`config.mk`:
```
export PLATFORM = sky130hd
export DESIGN_NAME = pipe_skid_reg
export DESIGN_NICKNAME = d
export VERILOG_FILES = /design/src/rtl/pipe_skid_reg.sv
export SDC_FILE = /design/constraint.sdc
export NUM_CORES = 1
export LEC_CHECK = 0
export BUFFER_PORTS_ARGS = -buffer_cell sky130_fd_sc_hd__buf_4
export CAP_MARGIN = 25
export CORE_MARGIN = 1.5
export CORE_UTILIZATION = 50
export CTS_CLUSTER_SIZE = 40
export DETAILED_ROUTE_END_ITERATION = 10
export GPL_TIMING_DRIVEN = 0
export PLACE_DENSITY = 0.73
export SYNTH_ARGS = -nofsm -noshare
export SYNTH_HDL_FRONTEND = slang
export SYNTH_SLANG_ARGS = --single-unit
```
`constraint.sdc`:
```
create_clock -name CLK -period 2.74 [get_ports CLK]
set_clock_uncertainty 0.1 [all_clocks]
set_input_delay 0.274 -clock CLK [delete_from_list [all_inputs] [get_ports CLK]]
set_output_delay 0.274 -clock CLK [all_outputs]
set_load 0.03 [all_outputs]
```
`src/rtl/pipe_skid_reg.sv`:
```
// Two-entry skid register for pipeline stages: a main register drives the output and a skid register absorbs one word when downstream stalls.
// Optional statistics counters (stall_cnt, flush_cnt) are built when PIPE_SKID_STATS_EN is defined.
module pipe_skid_reg #(
  parameter int                 DATA_W   = 64,
  parameter logic [DATA_W-1:0]  NOP_DATA = {DATA_W{1'b0}},
  parameter int                 CNT_W    = 16
) (
  input  logic              CLK,
  input  logic              Reset,
  input  logic              in_valid,
  output logic              in_ready,
  input  logic [DATA_W-1:0] in_data,
  output logic              out_valid,
  input  logic              out_ready,
  output logic [DATA_W-1:0] out_data,
  input  logic              flush,
  output logic [1:0]        occupancy
`ifdef PIPE_SKID_STATS_EN
  ,
  output logic [CNT_W-1:0]  stall_cnt,
  output logic [CNT_W-1:0]  flush_cnt
`endif
);

  typedef enum logic [1:0] {
    EMPTY = 2'd0,
    HALF  = 2'd1,
    FULL  = 2'd2
  } state_t;

  state_t              state_r;
  logic [DATA_W-1:0]   main_r;
  logic [DATA_W-1:0]   skid_r;
  logic                in_fire_s;
  logic                out_fire_s;

  if (DATA_W < 1 || CNT_W < 1) begin : g_bad_param
    $error("pipe_skid_reg: DATA_W and CNT_W must be at least 1");
  end

  // Handshake flags come straight from the state register, never from the peer's valid/ready.
  assign out_valid  = (state_r != EMPTY);
  assign in_ready   = (state_r != FULL) & ~Reset;
  assign out_data   = main_r;
  assign occupancy  = state_r;
  assign in_fire_s  = in_valid & in_ready;
  assign out_fire_s = out_valid & out_ready;

  // Occupancy state and payload registers; each register loads only on the transitions that need it.
  always_ff @(posedge CLK) begin
    if (Reset) begin
      state_r <= EMPTY;
      main_r  <= NOP_DATA;
      skid_r  <= NOP_DATA;
    end else if (flush) begin
      state_r <= EMPTY;
      main_r  <= NOP_DATA;
      skid_r  <= NOP_DATA;
    end else begin
      case (state_r)
        EMPTY: begin
          if (in_fire_s) begin
            state_r <= HALF;
            main_r  <= in_data;
          end
        end
        HALF: begin
          if (in_fire_s && out_fire_s) begin
            main_r  <= in_data;
          end else if (in_fire_s) begin
            state_r <= FULL;
            skid_r  <= in_data;
          end else if (out_fire_s) begin
            state_r <= EMPTY;
          end
        end
        FULL: begin
          if (out_fire_s) begin
            state_r <= HALF;
            main_r  <= skid_r;
          end
        end
        default: begin
          state_r <= EMPTY;
          main_r  <= NOP_DATA;
          skid_r  <= NOP_DATA;
        end
      endcase
    end
  end

`ifdef PIPE_SKID_STATS_EN
  logic [CNT_W-1:0] stall_cnt_r;
  logic [CNT_W-1:0] flush_cnt_r;
  logic             discard_s;

  // A flush discards something if a held word is not leaving this cycle or a new word is being accepted.
  always_comb begin
    discard_s = 1'b0;
    if (flush) begin
      discard_s = in_fire_s | (occupancy > {1'b0, out_fire_s});
    end else begin
      discard_s = 1'b0;
    end
  end

  // Saturating event counters.
  always_ff @(posedge CLK) begin
    if (Reset) begin
      stall_cnt_r <= {CNT_W{1'b0}};
      flush_cnt_r <= {CNT_W{1'b0}};
    end else begin
      if (out_valid && !out_ready && (stall_cnt_r != {CNT_W{1'b1}})) begin
        stall_cnt_r <= stall_cnt_r + CNT_W'(1);
      end
      if (discard_s && (flush_cnt_r != {CNT_W{1'b1}})) begin
        flush_cnt_r <= flush_cnt_r + CNT_W'(1);
      end
    end
  end

  assign stall_cnt = stall_cnt_r;
  assign flush_cnt = flush_cnt_r;
`else
`endif

endmodule

```
==> reports/metrics.cfg, run 1 <==
[run_status]
run_status = finished, final reports clean

[floorplanning]
core_area_sq_um = 13800
row_count = 43
ioPinCount = 137
die_area_sq_um = 14800
die_h_um = 121
die_x_um = 121
initial_core_util = 0.510

[timing]
max_freq_mhz = 430
finalMaxSlewViolations = 0
finalHoldViolations = 0
hold_slack_ps = 6.87
fin_tns_setup_ps = 0
max_slew_margin = 0.575
fin_crit_ps = 2330
worstMarginPinSlew_ps = 638
setup_viol = 0
fin_crit_sh = 0.850
rsz0062_at_grt = false

[pwr]
ir_drop_v = 0.000400
power_density_nw_per_um2 = 515
leakage_nw = 4.08

[detailed_routing]
wl_mm = 20.4
drc_errors = 0
wl_per_cell_um = 17.4
drt.antenna.violating_nets = 0
dr.pass1.iters = 4
vias_per_cell = 5.75
drtIter0Drc = 599
vias = 6749

[synthesis]
synth_edf_count = 0
syn_inst = 819
syn_avg_cell_area_sq_um = 8.57
yosysMostFrequentCell = nand2_1
synth_nets = 888
ys.flop_type = dfxtp_1
syn_area_sq_um = 7020
ys_warn_count = 0
ys_types = 25
yosysTopAreaCell = dfxtp_1
seq_area_frac_synth = 0.371
ys_top_cells_by_count = nand2_1 (193), dfxtp_1 (130), mux2i_1 (66)
synth-seq-cells = 130
yosys-top-cells-area = dfxtp_1 (37%), nand2_1 (10%), mux2_2 (10%), mux2i_1 (9.4%), o2111ai_1 (8.0%)
synth_top_area_share = 0.371
synth-async-reset-ratio = 0

[cts]
tritoncts = done
cts_root_buf = clkbuf_16
cts_hold_buffers = 7
clk_pin_slew_ps = 60
cts_buffers = 17
cts.sinks = 130
htree_levels = 4
cts_setup_buffers = 0
clock_latency_ps = 420
cts_resized = 0
clockBufferDepth = 2

[setup_path]
r2r_slack_ps = 910
crit_type = reg2out
end_kind = output pin
cp_max_fo = 10
worstReg2RegStart = occupancy[1]$_SDFFE_PP0P_
worstRegToRegCells = 6
r2r-end = out_data[12]$_SDFFE_PP0P_
cp.required_ps = 2370
arrival_ps = 1950
startpoint_type = flop

[global_routing]
grt_pass1_wl_mm = 31.8
grt_pass1_vias = 6104
grt_max_degree = 17
antenna_found_initial = 0
grt_usage = 0.274
grt_overflow_total = 0

[final_layout]
syn_to_final_growth_pct = 26.6
fin_util = 0.645
register_area_sq_um = 2600
num-nets-final = 1049
drive_gt1_frac = 0.287
antennaDiodeCount = 0
multi_input_area_sq_um = 3900
fill_cells = 1216

[place]
post-dp-hpwl_mm = 13.5
port_buffers = 135
gp_congestion = 0.821

[min_path]
whs_path_depth = 3
min_to = skid_r[56]$_SDFFE_PP0P_
hold_start = in_data[56]
min_path_type = in2reg

[run]
maxCapViolations = 0

metal layers:
metal	up-vias	track usage	wire, um
met2	255	0.416	9570
met1	3205	0.380	9180
li1	3255	-	-
met3	34	0.0512	1200
met4	0	0.117	399
met5	-	0	0
layout make-up:
| type | count | area share |
|---|---|---|
| Sequential cell | 130 | 0.293 |
| Buffer | 93 | 0.0574 |
| Timing Repair Buffer | 142 | 0.122 |
| Clock buffer | 28 | 0.0604 |
| Tap cell | 180 | 0.0253 |
| Inverter | 1 | 0.000422 |
| Multi-Input combinational cell | 595 | 0.439 |
| Clock inverter | 4 | 0.00225 |
cells by family (layout without fill, tap and decap cells):
group	count (synthesis)	in the layout	share of synthesized area
AOI/OAI and AO/OA	67	67	0.0836
buffers and inverters	94	268	0.0732
DFF	130	130	0.371
muxes	130	130	0.197
and+or+nand+nor	398	398	0.276
cell usage in the layout (no fill, tap or decap), types with 2 or more instances in the layout:
cell type and count:
nor2_1 2, and2b_1 3, nor2b_1 65, nand4_1 64, dfxtp_1 130, o2111ai_1 64
clkbuf_16 17, clkinv_2 4, mux2i_1 66, mux2_2 64, nand2_1 193, buf_2 36
nand2b_1 2, or2_2 2, buf_8 6, buf_1 2, buf_4 146, dlygate4sd3_1 7
nand3_1 64, clkbuf_1 41, clkbuf_8 7
stage by stage:
stage	instance area [sq um]	setup WS, ps	power [W]	std cells
final	8890	412	0.00458	1173
after global routing	8890	314	0.00473	1173
after CTS	8890	422	0.00459	1173
after detailed placement	8260	883	0.00246	1134
after global placement	8260	907	0.00246	1134
after floorplan	7020	997	0.00225	819
registers in the layout, summed over array words and instances (netlist names):
signal and count:
out_data 64, occupancy 2, skid_r 64
worst max-delay path by stage:
stage	start	to	slack, ps	depth (start not counted)
after floorplan	occupancy[1]$_SDFFE_PP0P_	in_ready	1000	4
after global placement	occupancy[1]$_SDFFE_PP0P_	in_ready	910	5
after detailed placement	occupancy[1]$_SDFFE_PP0P_	in_ready	880	5
after CTS	occupancy[1]$_SDFFE_PP0P_	in_ready	420	5
after global routing	occupancy[1]$_SDFFE_PP0P_	in_ready	310	5
final	occupancy[1]$_SDFFE_PP0P_	in_ready	410	5
critical path, stage by stage (launching register included):
cell	delay [ps]
dfxtp_1	360
buf_4	190
clkbuf_1	440
nor2b_1	310
nor2_1	70
buf_4	170
report_power, final:
part           internal, W  switching [W]
Clock              0.00132       0.000822
Sequential         0.00191      0.0000233
Combinational     0.000206       0.000294
Total              0.00344        0.00114
(Power assumes the default switching activity.)
==> inputs of run 2 (changes only) <==
- clock period: 2.74 -> 2.3 ns (I/O delays scaled with it)
==> run 2 against run 1 <==
Compared with the run above:
- first-iteration DRC count increased by 3.8%
- register-to-register slack got worse by 560 ps
- final cell count increased by 4.7%
- final area increased by 6.3%
- core utilization increased by 4.0 points
- sequential share of layout area decreased by 1.7 points
- critical path depth increased by 1
- count of clock-buffer cells in the layout unchanged
- largest cell class unchanged
- combinational power increased by 35%
- critical path type is now reg2reg
- flip-flop and latch count unchanged
- global-route usage increased by 1.1 points
- routed wire length increased by 3.8%
==> reports/metrics.cfg, run 2 (same netlist as run 1, synthesis figures left out) <==
[run_status]
run_status = finished, final reports clean

[detailed_routing]
drc_errors = 0  ; unchanged
vias = 7012  ; +3.9%
wl_per_cell_um = 17.2  ; -0.87%
drt.antenna.violating_nets = 0  ; unchanged
wl_mm = 21.1  ; +3.8%
drtIter0Drc = 622  ; +3.8%
dr.pass1.iters = 4  ; unchanged
vias_per_cell = 5.71  ; -0.76%

[cts]
clock_latency_ps = 420  ; about the same
clockBufferDepth = 2  ; unchanged
cts_resized = 0  ; unchanged
cts_setup_buffers = 0  ; unchanged
cts_buffers = 17  ; unchanged
cts.sinks = 130  ; unchanged
htree_levels = 4  ; unchanged
cts_root_buf = clkbuf_16
clk_pin_slew_ps = 50  ; about the same
tritoncts = done

[final_layout]
layout_common_cells = nand2_1 (193), buf_4 (146), dfxtp_1 (130)
syn_to_final_growth_pct = 34.5
num-nets-final = 1104  ; +5.2%
fill_cells = 1148  ; -5.6%
antennaDiodeCount = 0  ; unchanged
final_cells = 1228  ; +4.7%
final_common_cell = nand2_1
drive_gt1_frac = 0.272  ; -0.0151

[global_routing]
grt_max_degree = 17  ; unchanged
grt_overflow_total = 0  ; unchanged
grt_usage = 0.285  ; +0.0114
grt_pass1_wl_mm = 33.2  ; +4.4%
grt_pass1_vias = 6486  ; +6.3%
antenna_found_initial = 0  ; unchanged

[place]
pre_cts_ws_ps = 486  ; -397 ps
gp_congestion = 0.821  ; unchanged
post-dp-hpwl_mm = 13.5  ; unchanged
dp.cells = 1134  ; unchanged
port_buffers = 135  ; unchanged

[timing]
finalMaxSlewViolations = 0  ; unchanged
setup_viol = 0  ; unchanged
max_slew_margin = 0.575  ; about the same
setup_ws_ps = 347  ; -65.4 ps
finalHoldViolations = 0  ; unchanged
max_freq_mhz = 512
fin_tns_setup_ps = 0  ; unchanged
worstMarginPinSlew_ps = 637  ; -0.841 ps
rsz0062_at_grt = false
fin_crit_ps = 1950
fin_crit_sh = 0.849

[setup_path]
crit_type = reg2reg
arrival_ps = 2150  ; +200 ps
r2r_slack_ps = 350  ; -560 ps
worstRegToRegCells = 6  ; unchanged
cp_max_fo = 18  ; +8
end_kind = flop
worstReg2RegStart = occupancy[1]$_SDFFE_PP0P_
cp.required_ps = 2500  ; +130 ps
critical_path.startpoint = occupancy[1]$_SDFFE_PP0P_
startpoint_type = flop

[pwr]
power_density_nw_per_um2 = 588  ; +14%
ir_drop_v = 0.000484  ; +21%
total_power_w = 0.00555  ; +21%
leakage_nw = 4.31  ; +5.7%

[floorplanning]
core_area_sq_um = 13800  ; unchanged
die_area_sq_um = 14800  ; unchanged
die_x_um = 121  ; unchanged
row_count = 43  ; unchanged
initial_core_util = 0.510  ; unchanged
ioPinCount = 137  ; unchanged
die_h_um = 121  ; unchanged

[min_path]
whs_path_depth = 3  ; unchanged
hold_start = in_data[59]
min_path_type = in2reg

[run]
maxCapViolations = 0  ; unchanged

[run 2: stage by stage]
step / hold slack (ps) / area [sq um] / utilization
2_1_floorplan: 269 / 7020 / -
3_3_place_gp: 343 / 8260 / 0.600
3_5_place_dp: 348 / 8260 / 0.600
4_1_cts: 7.83 / 9450 / 0.686
5_1_grt: 13.0 / 9440 / 0.686
6_report: 9.52 / 9440 / 0.686
[run 2: repair_timing]
item                                    in CTS  in global routing
endpoints found under the hold margin       63                  0
endpoints found under the setup margin       0                  1
hold buffers                                63                  0
[run 2: path summary, 6_finish.rpt]
path,to
worst min register to register,skid_r[37]$_SDFFE_PP0P_
worst min-delay path,skid_r[59]$_SDFFE_PP0P_
worst max-delay path,out_data[12]$_SDFFE_PP0P_
worst max register to register,out_data[12]$_SDFFE_PP0P_
[run 2: final cells by class]
class                   instances  area [sq um]  area share
clock inverters                 4          20.0     0.00212
plain buffers                  92           507      0.0537
multi-input cells             595          3900       0.413
well taps                     180           225      0.0239
clock buffers                  28           537      0.0568
repair buffers                198          1640       0.174
flip-flops and latches        130          2600       0.276
inverters                       1          3.75    0.000398
[run 2: power breakdown]
| group | internal, W | leakage [nW] | switching (W) |
|---|---|---|---|
| logic | 0.000307 | 2.98 | 0.000367 |
| registers | 0.00228 | 1.05 | 0.0000274 |
| clock network | 0.00157 | 0.280 | 0.000998 |
[run 2: metal layers]
layer	vias to the layer above	track usage	part of all wire
li1	3369	-	-
met1	3333	0.383	0.45
met2	261	0.450	0.47
met3	49	0.0512	0.055
met4	0	0.122	0.026
met5	-	0	0
[run 2: worst max-delay path, cell delays in order (launching register included)]
cell	delay (ps)
dfxtp_1	360
buf_4	280
buf_2	280
clkbuf_1	420
and2b_1	240
nand4_1	80
nand3_1	80
